`src/rtl/cle_pkg.sv`:
```
// Shared types for the connected-component labeller: FSM states and the
// neighbour label-select helper (min/max of the nonzero neighbour labels).
package cle_pkg;

  typedef enum logic [2:0] {
    IDLE,
    RD,
    WR,
    RL_RD,
    RL_CMP,
    RL_WR,
    DONE
  } state_t;

  // Widest label the helper handles; instances zero-extend into it.
  localparam int LBL_MAX_W = 16;

  typedef logic [LBL_MAX_W-1:0] lbl_t;

  typedef struct packed {
    lbl_t a;    // smallest nonzero neighbour label
    lbl_t b;    // largest nonzero neighbour label
    logic any;  // at least one neighbour is labelled
  } lbl_sel_t;

  function automatic lbl_sel_t sel_labels(input lbl_t n0, input lbl_t n1,
                                          input lbl_t n2, input lbl_t n3);
    lbl_sel_t s;
    lbl_t     v [4];
    // NOTE: blocking assignments are right here: this is combinational
    // scratch evaluated in order, not clocked state.
    v[0] = n0;
    v[1] = n1;
    v[2] = n2;
    v[3] = n3;
    s    = '0;
    for (int i = 0; i < 4; i++) begin
      if (v[i] != '0) begin
        if (!s.any) begin
          s.a   = v[i];
          s.b   = v[i];
          s.any = 1'b1;
        end else begin
          if (v[i] < s.a) s.a = v[i];
          if (v[i] > s.b) s.b = v[i];
        end
      end
    end
    return s;
  endfunction

endpackage

```
`src/rtl/cle_param_nbr_win.sv`:
```
// Neighbour window: holds L/UL/U labels, masks neighbours outside the image
// or across a row wrap, and derives the A/B labels and the merge condition.
module cle_nbr_win
  import cle_pkg::*;
#(
  parameter  int W_LOG2  = 5,
  parameter  int H_LOG2  = 5,
  parameter  int LABEL_W = 8,
  localparam int AW      = W_LOG2 + H_LOG2
) (
  input  logic               clk,
  input  logic               reset,
  input  logic               i_shift,
  input  logic               i_subst,
  input  logic               i_conn8,
  input  logic [AW-1:0]      i_p,
  input  logic [LABEL_W-1:0] i_new_lbl,
  input  logic [LABEL_W-1:0] i_ur,
  input  logic [LABEL_W-1:0] i_sub_a,
  input  logic [LABEL_W-1:0] i_sub_b,
  output logic [LABEL_W-1:0] o_a,
  output logic [LABEL_W-1:0] o_b,
  output logic               o_any,
  output logic               o_conflict
);

  logic [LABEL_W-1:0] r_l, r_ul, r_u;
  logic [LABEL_W-1:0] w_l, w_ul, w_u, w_ur;
  logic [W_LOG2-1:0]  w_col;
  logic [H_LOG2-1:0]  w_row;
  logic               w_col_first, w_col_last, w_row_first;
  lbl_sel_t           w_sel;

  assign w_col       = i_p[W_LOG2-1:0];
  assign w_row       = i_p[AW-1:W_LOG2];
  assign w_col_first = (w_col == '0);
  assign w_col_last  = &w_col;
  assign w_row_first = (w_row == '0);

  // Registers shift raw values; validity is decided at the pixel that uses them.
  assign w_l  = w_col_first ? '0 : r_l;
  assign w_u  = w_row_first ? '0 : r_u;
  assign w_ul = (w_col_first || w_row_first || !i_conn8) ? '0 : r_ul;
  assign w_ur = (w_col_last  || w_row_first || !i_conn8) ? '0 : i_ur;

  assign w_sel      = sel_labels(LBL_MAX_W'(w_l), LBL_MAX_W'(w_ul),
                                 LBL_MAX_W'(w_u), LBL_MAX_W'(w_ur));
  assign o_a        = w_sel.a[LABEL_W-1:0];
  assign o_b        = w_sel.b[LABEL_W-1:0];
  assign o_any      = w_sel.any;
  assign o_conflict = w_sel.any && (w_sel.a != w_sel.b);

  always_ff @(posedge clk) begin
    if (reset) begin
      r_l  <= '0;
      r_ul <= '0;
      r_u  <= '0;
    end else if (i_shift) begin
      r_l  <= i_new_lbl;
      r_ul <= r_u;
      r_u  <= i_ur;
    end else if (i_subst) begin
      if (r_l  == i_sub_b) r_l  <= i_sub_a;
      if (r_ul == i_sub_b) r_ul <= i_sub_a;
      if (r_u  == i_sub_b) r_u  <= i_sub_a;
    end
  end

endmodule

```
`src/rtl/cle_param.sv`:
```
// Raster-scan connected-component labeller with in-place backward relabel,
// selectable 4/8-connectivity and a sticky label-overflow flag.
module cle_param
  import cle_pkg::*;
#(
  parameter  int W_LOG2  = 5,
  parameter  int H_LOG2  = 5,
  parameter  int LABEL_W = 8,
  localparam int AW      = W_LOG2 + H_LOG2
) (
  input  logic               clk,
  input  logic               reset,
  input  logic               start,
  input  logic               conn8,
  output logic [AW-4:0]      rom_a,
  input  logic [7:0]         rom_q,
  output logic [AW-1:0]      sram_a,
  output logic [LABEL_W-1:0] sram_d,
  output logic               sram_wen,
  input  logic [LABEL_W-1:0] sram_q,
  output logic               busy,
  output logic               finish,
  output logic [LABEL_W-1:0] label_count,
  output logic               overflow
);

  localparam logic [AW-1:0]      LAST_P  = '1;
  localparam logic [AW-1:0]      UR_OFF  = AW'((1 << W_LOG2) - 1);
  localparam logic [LABEL_W-1:0] LBL_SAT = '1;

  state_t             r_state;
  logic [AW-1:0]      r_p, r_rl_a;
  logic [LABEL_W-1:0] r_a, r_b, r_label_count;
  logic               r_conn8, r_overflow, r_busy, r_finish;

  logic [LABEL_W-1:0] w_a, w_b, w_label;
  logic               w_any, w_conflict, w_pix, w_merge, w_pass_end, w_advance;

  assign w_pix      = rom_q[~r_p[2:0]];
  assign w_merge    = w_pix && w_conflict;
  assign w_pass_end = (r_rl_a == '0) &&
                      ((r_state == RL_CMP && sram_q != r_b) || r_state == RL_WR);
  assign w_advance  = (r_state == WR && !w_merge) || w_pass_end;

  cle_nbr_win #(
    .W_LOG2 (W_LOG2),
    .H_LOG2 (H_LOG2),
    .LABEL_W(LABEL_W)
  ) u_nbr (
    .clk       (clk),
    .reset     (reset),
    .i_shift   (r_state == WR),
    .i_subst   (w_pass_end),
    .i_conn8   (r_conn8),
    .i_p       (r_p),
    .i_new_lbl (w_label),
    .i_ur      (sram_q),
    .i_sub_a   (r_a),
    .i_sub_b   (r_b),
    .o_a       (w_a),
    .o_b       (w_b),
    .o_any     (w_any),
    .o_conflict(w_conflict)
  );

  always_comb begin
    w_label = '0;
    if (w_pix) begin
      if (w_any)                          w_label = w_a;
      else if (r_label_count == LBL_SAT)  w_label = LBL_SAT;
      else                                w_label = r_label_count + LABEL_W'(1);
    end
  end

  // NOTE: defaults first so every path drives every output; no latches.
  always_comb begin
    rom_a    = '0;
    sram_a   = '0;
    sram_d   = '0;
    sram_wen = 1'b1;
    case (r_state)
      RD: begin
        rom_a  = r_p[AW-1:3];
        sram_a = r_p - UR_OFF;
      end
      WR: begin
        sram_a   = r_p;
        sram_d   = w_label;
        sram_wen = 1'b0;
      end
      RL_RD, RL_CMP: sram_a = r_rl_a;
      RL_WR: begin
        sram_a   = r_rl_a;
        sram_d   = r_a;
        sram_wen = 1'b0;
      end
      default: ;
    endcase
  end

  // NOTE: the label SRAM is never cleared; every pixel is rewritten each run,
  // and reads outside the image are masked, so stale words cannot leak.
  // NOTE: clocked state uses non-blocking assignments only.
  always_ff @(posedge clk) begin
    if (reset) begin
      r_state       <= IDLE;
      r_p           <= '0;
      r_rl_a        <= '0;
      r_a           <= '0;
      r_b           <= '0;
      r_conn8       <= 1'b0;
      r_label_count <= '0;
      r_overflow    <= 1'b0;
      r_busy        <= 1'b0;
      r_finish      <= 1'b0;
    end else begin
      r_finish <= 1'b0;
      case (r_state)
        IDLE: if (start) begin
          r_state       <= RD;
          r_p           <= '0;
          r_conn8       <= conn8;
          r_label_count <= '0;
          r_overflow    <= 1'b0;
          r_busy        <= 1'b1;
        end
        RD: r_state <= WR;
        WR: begin
          if (w_pix && !w_any) begin
            if (r_label_count == LBL_SAT) r_overflow    <= 1'b1;
            else                          r_label_count <= r_label_count + LABEL_W'(1);
          end
          if (w_merge) begin
            r_a     <= w_a;
            r_b     <= w_b;
            r_rl_a  <= r_p - AW'(1);
            r_state <= RL_RD;
          end
        end
        RL_RD: r_state <= RL_CMP;
        RL_CMP: begin
          if (sram_q == r_b) begin
            r_state <= RL_WR;
          end else if (r_rl_a != '0) begin
            r_rl_a  <= r_rl_a - AW'(1);
            r_state <= RL_RD;
          end
        end
        RL_WR: if (r_rl_a != '0) begin
          r_rl_a  <= r_rl_a - AW'(1);
          r_state <= RL_RD;
        end
        DONE:    r_state <= IDLE;
        default: r_state <= IDLE;
      endcase
      // Leaving a pixel, either directly from WR or at the end of a pass.
      if (w_advance) begin
        if (r_p == LAST_P) begin
          r_state  <= DONE;
          r_busy   <= 1'b0;
          r_finish <= 1'b1;
        end else begin
          r_p     <= r_p + AW'(1);
          r_state <= RD;
        end
      end
    end
  end

  assign busy        = r_busy;
  assign finish      = r_finish;
  assign label_count = r_label_count;
  assign overflow    = r_overflow;

endmodule

```
`config.mk`:
```
export PLATFORM = sky130hd
export DESIGN_NAME = cle_param
export DESIGN_NICKNAME = d
export VERILOG_FILES = /design/src/rtl/cle_pkg.sv /design/src/rtl/cle_param_nbr_win.sv /design/src/rtl/cle_param.sv
export SDC_FILE = /design/constraint.sdc
export NUM_CORES = 1
export LEC_CHECK = 0
export BUFFER_PORTS_ARGS = -buffer_cell sky130_fd_sc_hd__buf_2
export CORE_MARGIN = 2
export CORE_UTILIZATION = 52
export CTS_CLUSTER_SIZE = 14
export DETAILED_ROUTE_END_ITERATION = 8
export GPL_TIMING_DRIVEN = 1
export MAX_ROUTING_LAYER = met4
export PLACE_DENSITY_LB_ADDON = 0.2
export SYNTH_ARGS = -nofsm -noshare
export SYNTH_HDL_FRONTEND = slang
export SYNTH_SLANG_ARGS = --single-unit
```
`constraint.sdc`:
```
create_clock -name clk -period 11.71 [get_ports clk]
set_input_delay 0.5855 -clock clk [delete_from_list [all_inputs] [get_ports clk]]
set_output_delay 0.5855 -clock clk [all_outputs]
set_load 0.03 [all_outputs]
```
==> results.py <==
metrics = {
    "clock_network": {
        "cts_tree": "done",
        "htreeDepth": 3,
        "cts-root-buf": "clkbuf_16",
        "path_clk_slew_ns": 0.06,
        "cts_resized": 0,
        "post-cts-setup-buffers": 0,
        "ctsHoldBuffers": 0,
        "cts_inserted_buffers": 9,
        "clock-sinks": 75,
        "cts.path.max_buffers": 2,
        "clock_latency_ns": 0.35,
    },
    "synth": {
        "synth_common_cells": "104 x nor2_1, 98 x nand2_1, 75 x dfxtp_1",
        "async_flop_share_pct": 0,
        "syn_area_per_cell_um2": 7.338,
        "synth.area.mux_share_pct": 5.119,
        "yosys-top-cells-area": "dfxtp_1 21%, ha_1 7.5%, nor2_1 5.5%",
        "ys_ff_latch": 75,
        "synthSimpleGateAreaFrac_pct": 25.14,
        "synth_top_area_share_pct": 20.96,
        "synth_xor_area_share_pct": 5.992,
        "ys_seq_area_share_pct": 20.96,
        "synth_fa_ha_area_share_pct": 7.512,
        "netlist_area_um2": 7162,
        "synthesis.nets": 1039,
        "synth-main-ff-cell": "dfxtp_1",
        "synth_warnings": 0,
        "synth_top_family_by_area": "compound AO/OA/AOI/OAI gates",
        "synth_most_common_cell": "nor2_1",
        "yosysUniqueCellTypes": 85,
        "synth_cells": 976,
        "synth_edf_count": 0,
        "yosysTopAreaCell": "dfxtp_1",
        "synth_compound_area_share_pct": 29.19,
    },
    "hold_path": {
        "hold_path.class": "reg2reg",
    },
    "global_route": {
        "grtUsageTotal_pct": 33.32,
        "grt_pass1_wl_um": 36950,
        "grt_max_degree": 80,
        "overflow": 0,
        "antenna_found_initial": 0,
        "grt_pass1_vias": 6591,
    },
    "cells_and_area": {
        "utilization_pct": 57.96,
        "syn_to_final_growth_pct": 8.019,
        "diodes": 0,
        "fillers": 1276,
        "final_area_um2": 7736,
        "layout-drive-gt1-share_pct": 11.02,
        "layout.nets": 1047,
    },
    "sta": {
        "fmax_ghz": 0.1047,
        "setup_slack_ns": 2.154,
        "slew_headroom_pct": 35.14,
        "tightest_slew_ns": 0.9663,
        "tns_ns": 0,
        "worst_clock_skew_ns": 0.008156,
        "slew_violations": 0,
        "finalHoldViolations": 0,
        "setup_viol": 0,
        "rsz0062_at_grt": "false",
        "fin_crit_ns": 9.556,
        "post-route-period-util_pct": 81.60,
    },
    "setup_path": {
        "critPathCapture": "r_p[7]",
        "crit_type": "reg2reg",
        "r2r_start": "r_p[0]",
        "worstPathArrival_ns": 9.81,
        "critPathLaunchType": "register",
        "worst-endpoint-required_ns": 11.96,
        "slowest_delay_ns": 0.81,
        "timing.rr.end": "r_p[7]",
        "r2r_slack_ns": 2.15,
        "cp_common_cell": "ha_1",
        "path_max_fanout": 12,
        "crit_path_end_kind": "register",
        "crit_start": "r_p[0]",
        "reg2reg_depth": 33,
        "slowest_stage": "o31ai_1",
    },
    "detailed_routing": {
        "dr.pass1.iters": 6,
        "detail_route.iter0.violations": 980,
        "wl_per_cell_um": 20.50,
        "routed_wl_um": 23890,
        "antenna_left": 0,
        "drc": 0,
        "vias": 7543,
        "avgViaCountPerCell": 6.475,
    },
    "placement": {
        "dp_hpwl_um": 18530,
        "place_congestion": 1.089,
        "port_buffers": 56,
        "placed_area_um2": 7442,
        "dp_slack_ns": 2.432,
    },
    "pwr": {
        "total_power_mw": 1.371,
        "ir_drop_v": 0.0001564,
        "leakagePower_nw": 3.335,
        "p_per_area_nw_per_um2": 177.2,
    },
    "die": {
        "die_w_um": 121.4,
        "initial_core_util_pct": 53.66,
        "core-area_um2": 13350,
        "die_area_um2": 14730,
        "die_h_um": 121.4,
        "row_count": 42,
        "boundaryPins": 57,
    },
    "run_status": {
        "run_status": "complete, no violations",
    },
    "job": {
        "cap_violations": 0,
    },
}
[stage by stage]
step                      hold WS, ns  instances
final                          0.4987       1165
after global routing           0.5159       1165
after CTS                      0.4885       1165
after detailed placement       0.4951       1149
after global placement         0.4874       1149
after floorplan                0.4584        976
[critical path: cells and delay by family (launching register included)]
kind	cells	cell delay, ns
AO/OA/AOI/OAI	16	5.14
adder cells (fa/ha/maj)	4	1.07
flip-flops	1	0.41
AND/OR/NAND/NOR	11	2.63
buffers and inverters	2	0.22
[layer usage]
metal  share of wire, %  wire, um  GRT usage (%)  vias to the layer above
li1                   -         -              -                     3602
met1                 46     10970          48.09                     3520
met2                 43     10270          47.82                      369
met3                9.1      2168          5.545                       52
met4                2.0       483          9.411                        0
met5                  0         0              -                        -
[final cells by class]
class                           count  area [um2]  area share [%]
Clock buffer                       10       229.0           2.960
Tap cell                          176       220.2           2.847
Inverter                           40       150.1           1.941
Multi-Input combinational cell    794        5230           67.60
Sequential cell                    75        1501           19.41
Clock inverter                      6       65.06          0.8410
Timing Repair Buffer               64       340.3           4.399
[placed cells by master, fill, tap and decap left out, drive strengths merged, types with 4 or more instances in the layout]
| cell | n |
|---|---|
| xnor2 | 21 |
| buf | 64 |
| o311ai | 5 |
| nor2 | 104 |
| a32oi | 7 |
| o21a | 8 |
| mux2i | 31 |
| nor3 | 27 |
| xor2 | 28 |
| nand3 | 26 |
| and2 | 21 |
| nor4 | 16 |
| nand4 | 14 |
| and3 | 11 |
| or3 | 8 |
| and4b | 4 |
| a32o | 6 |
| nand2 | 101 |
| clkbuf | 10 |
| ha | 43 |
| or2 | 5 |
| a31oi | 6 |
| a21o | 21 |
| a21oi | 70 |
| dfxtp | 75 |
| nor2b | 9 |
| nand3b | 8 |
| or4 | 4 |
| inv | 41 |
| a22oi | 12 |
| a211oi | 42 |
| o211ai | 15 |
| nand2b | 5 |
| o21ai | 62 |
[power breakdown]
group	internal [mW]	switching (mW)
clock	0.166	0.117
sequential	0.303	0.0988
combinational	0.243	0.443
[kinds of logic after synthesis]
group / count (synthesis)
buffers and inverters: 107
DFF: 75
muxes: 34
and+or+nand+nor: 368
adders and majority gates: 43
xor gates and xnor gates: 49
AOI/OAI and AO/OA: 300
[sequential cells by signal, indices dropped and copies added, names as in the netlist]
register     count
u_nbr.r_u        8
overflow         1
r_a              8
finish           1
label_count      8
r_conn8          1
r_rl_a          10
u_nbr.r_ul       8
busy             1
r_b              8
r_p             10
r_state          3
u_nbr.r_l        8
[worst min-delay path by stage]
stage | startpoint | endpoint | slack [ns] | cells after the start
6_report | busy | busy | 0.50 | 2
5_1_grt | conn8 | r_conn8 | 0.52 | 3
4_1_cts | conn8 | r_conn8 | 0.49 | 3
3_5_place_dp | busy | busy | 0.50 | 2
3_3_place_gp | busy | busy | 0.49 | 2
2_1_floorplan | r_rl_a[1] | r_rl_a[1] | 0.46 | 2
Note: power is estimated with default switching activity, not from simulation.
